[config.mk]
export PLATFORM = sky130hd
export DESIGN_NAME = stream_demux_1xn_flat
export DESIGN_NICKNAME = d
export VERILOG_FILES = /design/src/rtl/stream_demux_1xn_pkg.sv /design/src/rtl/stream_demux_1xn_if.sv /design/src/rtl/stream_demux_1xn_slot.sv /design/src/rtl/stream_demux_1xn.sv /design/src/flat_wrapper.sv
export SDC_FILE = /design/constraint.sdc
export NUM_CORES = 1
export LEC_CHECK = 0
export CORE_MARGIN = 3
export CORE_UTILIZATION = 43
export DETAILED_ROUTE_END_ITERATION = 16
export GPL_TIMING_DRIVEN = 0
export PLACE_DENSITY_LB_ADDON = 0.08
export SETUP_SLACK_MARGIN = 0.4
export SYNTH_ARGS = -nofsm -noshare
export SYNTH_HDL_FRONTEND = slang
export SYNTH_SLANG_ARGS = --single-unit
[constraint.sdc]
create_clock -name clk -period 4.15 [get_ports clk]
set_input_delay 0.415 -clock clk [delete_from_list [all_inputs] [get_ports clk]]
set_output_delay 0.415 -clock clk [all_outputs]
set_load 0.005 [all_outputs]
[src/rtl/stream_demux_1xn_pkg.sv]
// stream_demux_1xn_pkg: shared sizing helper and channel-slice convention
package stream_demux_1xn_pkg;
  function automatic int clog2_min1(input int n);
    return (n <= 2) ? 1 : $clog2(n);
  endfunction
  function automatic int slice_lo(input int i, input int w);
    return i * w;
  endfunction
endpackage

[src/rtl/stream_demux_1xn_if.sv]
// stream_demux_1xn_if: input stream plus packed per-channel output streams
interface stream_demux_1xn_if
  import stream_demux_1xn_pkg::*;
#(
  parameter int N     = 8,
  parameter int WIDTH = 8
);
  localparam int SEL_WIDTH = clog2_min1(N);
  logic [WIDTH-1:0]   in_data;
  logic [SEL_WIDTH-1:0] in_sel;
  logic               in_valid;
  logic               in_ready;
  logic [N*WIDTH-1:0] out_data;
  logic [N-1:0]       out_valid;
  logic [N-1:0]       out_ready;
  modport master (
    output in_data, in_sel, in_valid, out_ready,
    input  in_ready, out_data, out_valid
  );
  modport slave (
    input  in_data, in_sel, in_valid, out_ready,
    output in_ready, out_data, out_valid
  );
endinterface

[src/rtl/stream_demux_1xn_slot.sv]
// demux_out_slot: one-entry output holding register with same-edge reload
module demux_out_slot #(
  parameter int WIDTH = 8
) (
  input  logic             clk,
  input  logic             rst_n,
  input  logic             load,
  input  logic [WIDTH-1:0] data_in,
  input  logic             ready_in,
  output logic             valid,
  output logic [WIDTH-1:0] data,
  output logic             can_accept
);
  assign can_accept = ~valid | ready_in;
  always_ff @(posedge clk) begin
    if (!rst_n) begin
      valid <= 1'b0;
      data  <= '0;
    end else begin
      valid <= load | (valid & ~ready_in);
      if (load) data <= data_in;
    end
  end
endmodule

[src/rtl/stream_demux_1xn.sv]
// stream_demux_1xn: registered 1-to-N stream demux, select or round-robin steering
module stream_demux_1xn
  import stream_demux_1xn_pkg::*;
#(
  parameter int N     = 8,
  parameter int WIDTH = 8
) (
  input  logic                     clk,
  input  logic                     rst_n,
  stream_demux_1xn_if.slave        bus,
  input  logic                     rr_en,
  output logic [clog2_min1(N)-1:0] rr_ptr,
  output logic                     err_sel
);
  localparam int SEL_WIDTH = clog2_min1(N);
  logic [SEL_WIDTH-1:0] t;
  logic                 t_ok;
  logic                 acc;
  logic [N-1:0]         can_acc;
  logic [N-1:0]         load;
  assign t    = rr_en ? rr_ptr : bus.in_sel;
  assign t_ok = int'(t) < N;
  assign acc  = bus.in_valid & bus.in_ready;
  // out-of-range targets fall through with ready=1 so the beat is consumed and dropped
  always_comb begin
    load         = '0;
    bus.in_ready = rst_n;
    for (int i = 0; i < N; i++) begin
      if (t == SEL_WIDTH'(i)) begin
        bus.in_ready = rst_n & can_acc[i];
        load[i]      = rst_n & bus.in_valid & can_acc[i];
      end
    end
  end
  always_ff @(posedge clk) begin
    if (!rst_n) begin
      rr_ptr  <= '0;
      err_sel <= 1'b0;
    end else begin
      if (acc & ~t_ok) err_sel <= 1'b1;
      if (acc & rr_en) rr_ptr <= (rr_ptr == SEL_WIDTH'(N - 1)) ? '0 : rr_ptr + 1'b1;
    end
  end
  for (genvar i = 0; i < N; i++) begin : g_slot
    demux_out_slot #(.WIDTH(WIDTH)) u_slot (
      .clk        (clk),
      .rst_n      (rst_n),
      .load       (load[i]),
      .data_in    (bus.in_data),
      .ready_in   (bus.out_ready[i]),
      .valid      (bus.out_valid[i]),
      .data       (bus.out_data[slice_lo(i, WIDTH) +: WIDTH]),
      .can_accept (can_acc[i])
    );
  end
endmodule
[src/flat_wrapper.sv]
// flat-port wrapper written by rule: the top's interface ports become plain ports
module stream_demux_1xn_flat import stream_demux_1xn_pkg::*;
#(
  parameter int N     = 8,
  parameter int WIDTH = 8
)
  (clk, rst_n, rr_en, rr_ptr, err_sel, bus_in_data, bus_in_sel, bus_in_valid, bus_out_ready, bus_in_ready, bus_out_data, bus_out_valid);
  stream_demux_1xn_if #(.N(N), .WIDTH(WIDTH)) bus_i ();
  input  logic clk;
  input  logic rst_n;
  input  logic rr_en;
  output logic [clog2_min1(N)-1:0] rr_ptr;
  output logic err_sel;
  input wire logic [$bits(bus_i.in_data)-1:0] bus_in_data;
  input wire logic [$bits(bus_i.in_sel)-1:0] bus_in_sel;
  input wire logic [$bits(bus_i.in_valid)-1:0] bus_in_valid;
  input wire logic [$bits(bus_i.out_ready)-1:0] bus_out_ready;
  output wire logic [$bits(bus_i.in_ready)-1:0] bus_in_ready;
  output wire logic [$bits(bus_i.out_data)-1:0] bus_out_data;
  output wire logic [$bits(bus_i.out_valid)-1:0] bus_out_valid;
  assign bus_i.in_data = bus_in_data;
  assign bus_i.in_sel = bus_in_sel;
  assign bus_i.in_valid = bus_in_valid;
  assign bus_i.out_ready = bus_out_ready;
  assign bus_in_ready = bus_i.in_ready;
  assign bus_out_data = bus_i.out_data;
  assign bus_out_valid = bus_i.out_valid;
  stream_demux_1xn #(.N(N), .WIDTH(WIDTH)) u_core (.clk(clk), .rst_n(rst_n), .bus(bus_i), .rr_en(rr_en), .rr_ptr(rr_ptr), .err_sel(err_sel));
endmodule
==> out/summary.md <==
Clock tree synthesis selected as its root buffer the cell clkbuf_8. Final antenna-violating net count: 0. The cell taking the most area after synthesis was dfxtp_1. The maximum fanout along the worst path works out to 10. Global routing consumed, over all layers together, 20.3% of the routing resources.

After Yosys synthesis, and, or, nand and nor cells account for 24.5% of the synthesized area. STA classifies the critical path endpoint as an output pin. The proportion of register bits with asynchronous set or reset after synthesis was 0%; the global-route wire length before repair was 13400 um. The flop and latch count out of synthesis came out at 75. Summed over all cells, the static leakage comes to 1.63 nW.

By area, the combinational part of the netlist is dominated by simple AND/OR/NAND/NOR gates. Net switching is 25.4% of the power. The sort of element at the start of the critical path was a primary input. In the final routed layout, each cell accounts on average for 15.1 um. The cell count after synthesis came out at 346. The die outline height was 92.0 um. The run gives 2.34 ns as the reg2reg setup slack.

The startpoint identified for the worst register-to-register timing path is u_core.rr_ptr[0]. Combinational logic is responsible for 11.2% of the overall power. The run gives 0.776 as the routability congestion estimate from global placement. The share of total power dissipated in the clock network is 37.7%. The later pin in the worst-skew pair is clocked with a latency of 0.35 ns.

The final-stage net count was 471. The detailed router finished its first iteration with 165 violations. The count of endpoints failing hold in the final timing report came out at 0. The startpoint of the most critical hold path was bus_in_data[1]. In this run the tightest slew margin relative to its limit is 65.3%. Sequential elements use 47.2% of the synthesized area. The setup path with the least slack is of type in2out. Post-synthesis compound-gate area fraction: 6.18%. Global routing finished with a remaining overflow of 0.

Setup repair after global routing left no endpoint under its margin. Buffers placed on the I/O ports in this run total 89. For the data required time of the worst path, the log shows 3.73 ns. TritonCTS built the clock tree. The most numerous cell type found on the critical path is clkdlybuf4s50_1. Summing over every cut layer, the via total after detailed routing is 2692.

The critical path's slowest cell was clkdlybuf4s50_1. 100 I/O pins were placed. The critical path goes through clkdlybuf4s50_1, buf_6, mux2i_4, a221oi_1, nor3_1, and3_1, clkdlybuf4s50_1.

The unique cell type count in the Yosys netlist came out at 38. After clock tree synthesis, the clock-pin slew on the worst setup and hold paths is 0.08 ns. In the post-synthesis netlist, the biggest area contributors are dfxtp_1, mux2i_1, nand2_1, nor2_1, o21ai_0.

Between clock sinks in the finished design, the worst skew comes to 0.0115 ns. When the netlist entered floorplanning its net count stood at 371. For this design the total switching power over the nets is 0.374 mW. Counting the buffers created by CTS gives 9.

For the worst setup path, the data arrival time is 2.67 ns. The clock passes through at most 2 buffers. The H-tree generated during clock tree synthesis spans 3 levels. VDD sags by at most 0.173 mV. Relative to the synthesized area, the layout overhead comes to 37.8%. In the routed layout, each cell is associated on average with a via count of 4.93.

The run gives 30 as the cell row count. The synthesized netlist devotes 0% of its cell area to XOR and XNOR gates. The number of flops mapped to enable cells by yosys is 0, and the synthesized area per cell is 9.19 um^2. The flow ran to the end, and the final reports show no timing, DRC or antenna violations.

Broken down by cell family, the worst path's largest delay share belongs to buffers and inverters. Adding up every negative setup slack in the final design gives 0 ns. The tools report the post-route cell area as 4380 um^2.

The synthesized netlist devotes 0.787% of its cell area to adder and majority cells. The die is 92.0 um wide. For this run, the leading register cell type out of synthesis is dfxtp_1.

The run gives 324 MHz as the fmax. The worst hold path was traced through 3 stages. The die covers 8460 um^2. The buffer count from post-CTS setup fixing came out at 0.

The synthesized design devotes to its leading area cell type 47.2% of total area. Entering global routing, the biggest net connects 14 pins. In the routed design, unresolved DRC markers number 0. The number of antenna diodes in the final layout is 0. The HPWL after detailed placement is 5870 um. Effective utilization at floorplan: 45.5%. The number of maximum-capacitance constraint violations was 0. For this design, the sink count on the clock tree is 75. Final count of pins violating max slew: 0.

Setup violations remaining at the end of the flow were counted as 0. The type of the tightest min-delay check is in2reg. Yosys printed 0 warnings.

Fraction of final layout cells sized beyond drive strength 1: 12.9%. The depth of the most critical reg-to-reg path is 6, and the summed instance area of the synthesized netlist is 3180 um^2. Leaving out fill and tap cells, the most frequent cells in the layout are clkdlybuf4s50_1, dfxtp_1, nand2_1. The tools report the capturing point of the worst reg2reg path as u_core.g_slot[7].u_slot.data[3]. The internal power of the cells totals 1.10 mW. Dividing total power by cell area gives a power density of 336 nW/um^2. Counting buffers and inverters, the worst setup path is 7 cells deep. The post-cts sizing count was 0.

The path with the worst hold slack has its endpoint at u_core.g_slot[0].u_slot.data[1]. Number of buffers added to fix hold violations after cts: 0. The initial antenna violation count was 0; the area inside the core boundary was 6980 um^2. The time the final worst path needs with I/O delays and setup was 3.09 ns; the number of iterations in the first detailed-routing pass was 4. Counting both buffers and inverters, the worst setup path holds a total of 3. The largest single stage delay on the critical path is 0.55 ns. The worst path uses 74.4% of the clock period. The portion of netlist area occupied by mux cells is 14.1%. Wires add up to 8240 um. The tools report the via count of the first global-routing pass as 2557.

The actual slew at the worst max-slew pin was 0.506 ns. The most common cell after layout, fill and taps aside was clkdlybuf4s50_1. After detailed placement, the total cell area comes to 4190 um^2.

The share of total power dissipated in sequential elements is 51.1%.
[synthesized netlist by cell type, types with 3 or more instances]
master and instances:
nor2b_1 8, a21o_1 3, buf_4 11, mux2i_1 38, buf_6 3, nand2b_1 3
clkbuf_1 7, nor4_4 4, a221oi_1 3, o21ai_0 23, nor2_1 40, nor3_1 3
dfxtp_1 75, buf_2 14, nand3_1 10, nand2_1 71, inv_1 3
[tightest hold or removal path: cells and delay by family]
kind	cells	cell delay [ns]
buffers and inverters	1	0.17
and+or+nand+nor	2	0.11
[cell families (layout without fill, tap and decap cells)]
| family | after synthesis | count (layout) |
|---|---|---|
| and+or+nand+nor | 155 | 155 |
| DFF | 75 | 75 |
| muxes | 42 | 42 |
| buffers and inverters | 38 | 142 |
| AOI/OAI and AO/OA | 33 | 33 |
| adders and majority gates | 2 | 2 |
| other | 1 | 1 |
[power by group through the flow]
stage          clock (mW)  sequential, mW  combinational [mW]
2_1_floorplan           0           0.768              0.0864
3_3_place_gp            0           0.768               0.165
3_5_place_dp            0           0.768               0.167
4_1_cts             0.561           0.751               0.168
5_1_grt             0.592           0.754               0.181
6_report            0.554           0.751               0.165
[how the worst max path moves through the flow]
stage	start	end
global route	rr_en	bus_in_ready
global placement	rr_en	bus_in_ready
finish	rr_en	bus_in_ready
detailed placement	rr_en	bus_in_ready
CTS	rr_en	bus_in_ready
floorplan	rr_en	bus_in_ready
[per-stage QoR]
stage / std cells / hold WS [ns] / power (mW) / worst slack, ns / utilization [%]
after floorplan: 346 / 0.445 / 0.854 / 2.25 / -
final: 546 / 0.389 / 1.47 / 1.06 / 62.7
after global routing: 546 / 0.399 / 1.53 / 0.965 / 62.7
after CTS: 546 / 0.383 / 1.48 / 1.04 / 62.7
after detailed placement: 531 / 0.446 / 0.935 / 1.05 / 60.0
after global placement: 531 / 0.441 / 0.933 / 1.11 / 60.0
[per-layer routing]
| metal | GRT usage [%] | routed length [um] | vias to the layer above |
|---|---|---|---|
| met4 | 8.66 | 166 | 0 |
| met3 | 6.40 | 573 | 13 |
| met2 | 31.4 | 3840 | 75 |
| li1 | - | - | 1337 |
| met5 | 0 | 0 | - |
| met1 | 26.2 | 3670 | 1267 |
[cell type report]
class	count	area, um^2
repair buffers	89	891
inverters	3	11.3
plain buffers	35	213
well taps	96	120
clock buffers	9	124
fillers	623	2600
clock inverters	6	66.3
multi-input cells	233	1450
flip-flops and latches	75	1500
[state kept, by name (all words and copies together) (netlist names)]
signal and cells:
u_core.g_slot.u_slot.data 64, u_core.rr_ptr 3, u_core.g_slot.u_slot.valid 8
Power figures use the tool's default switching activity.
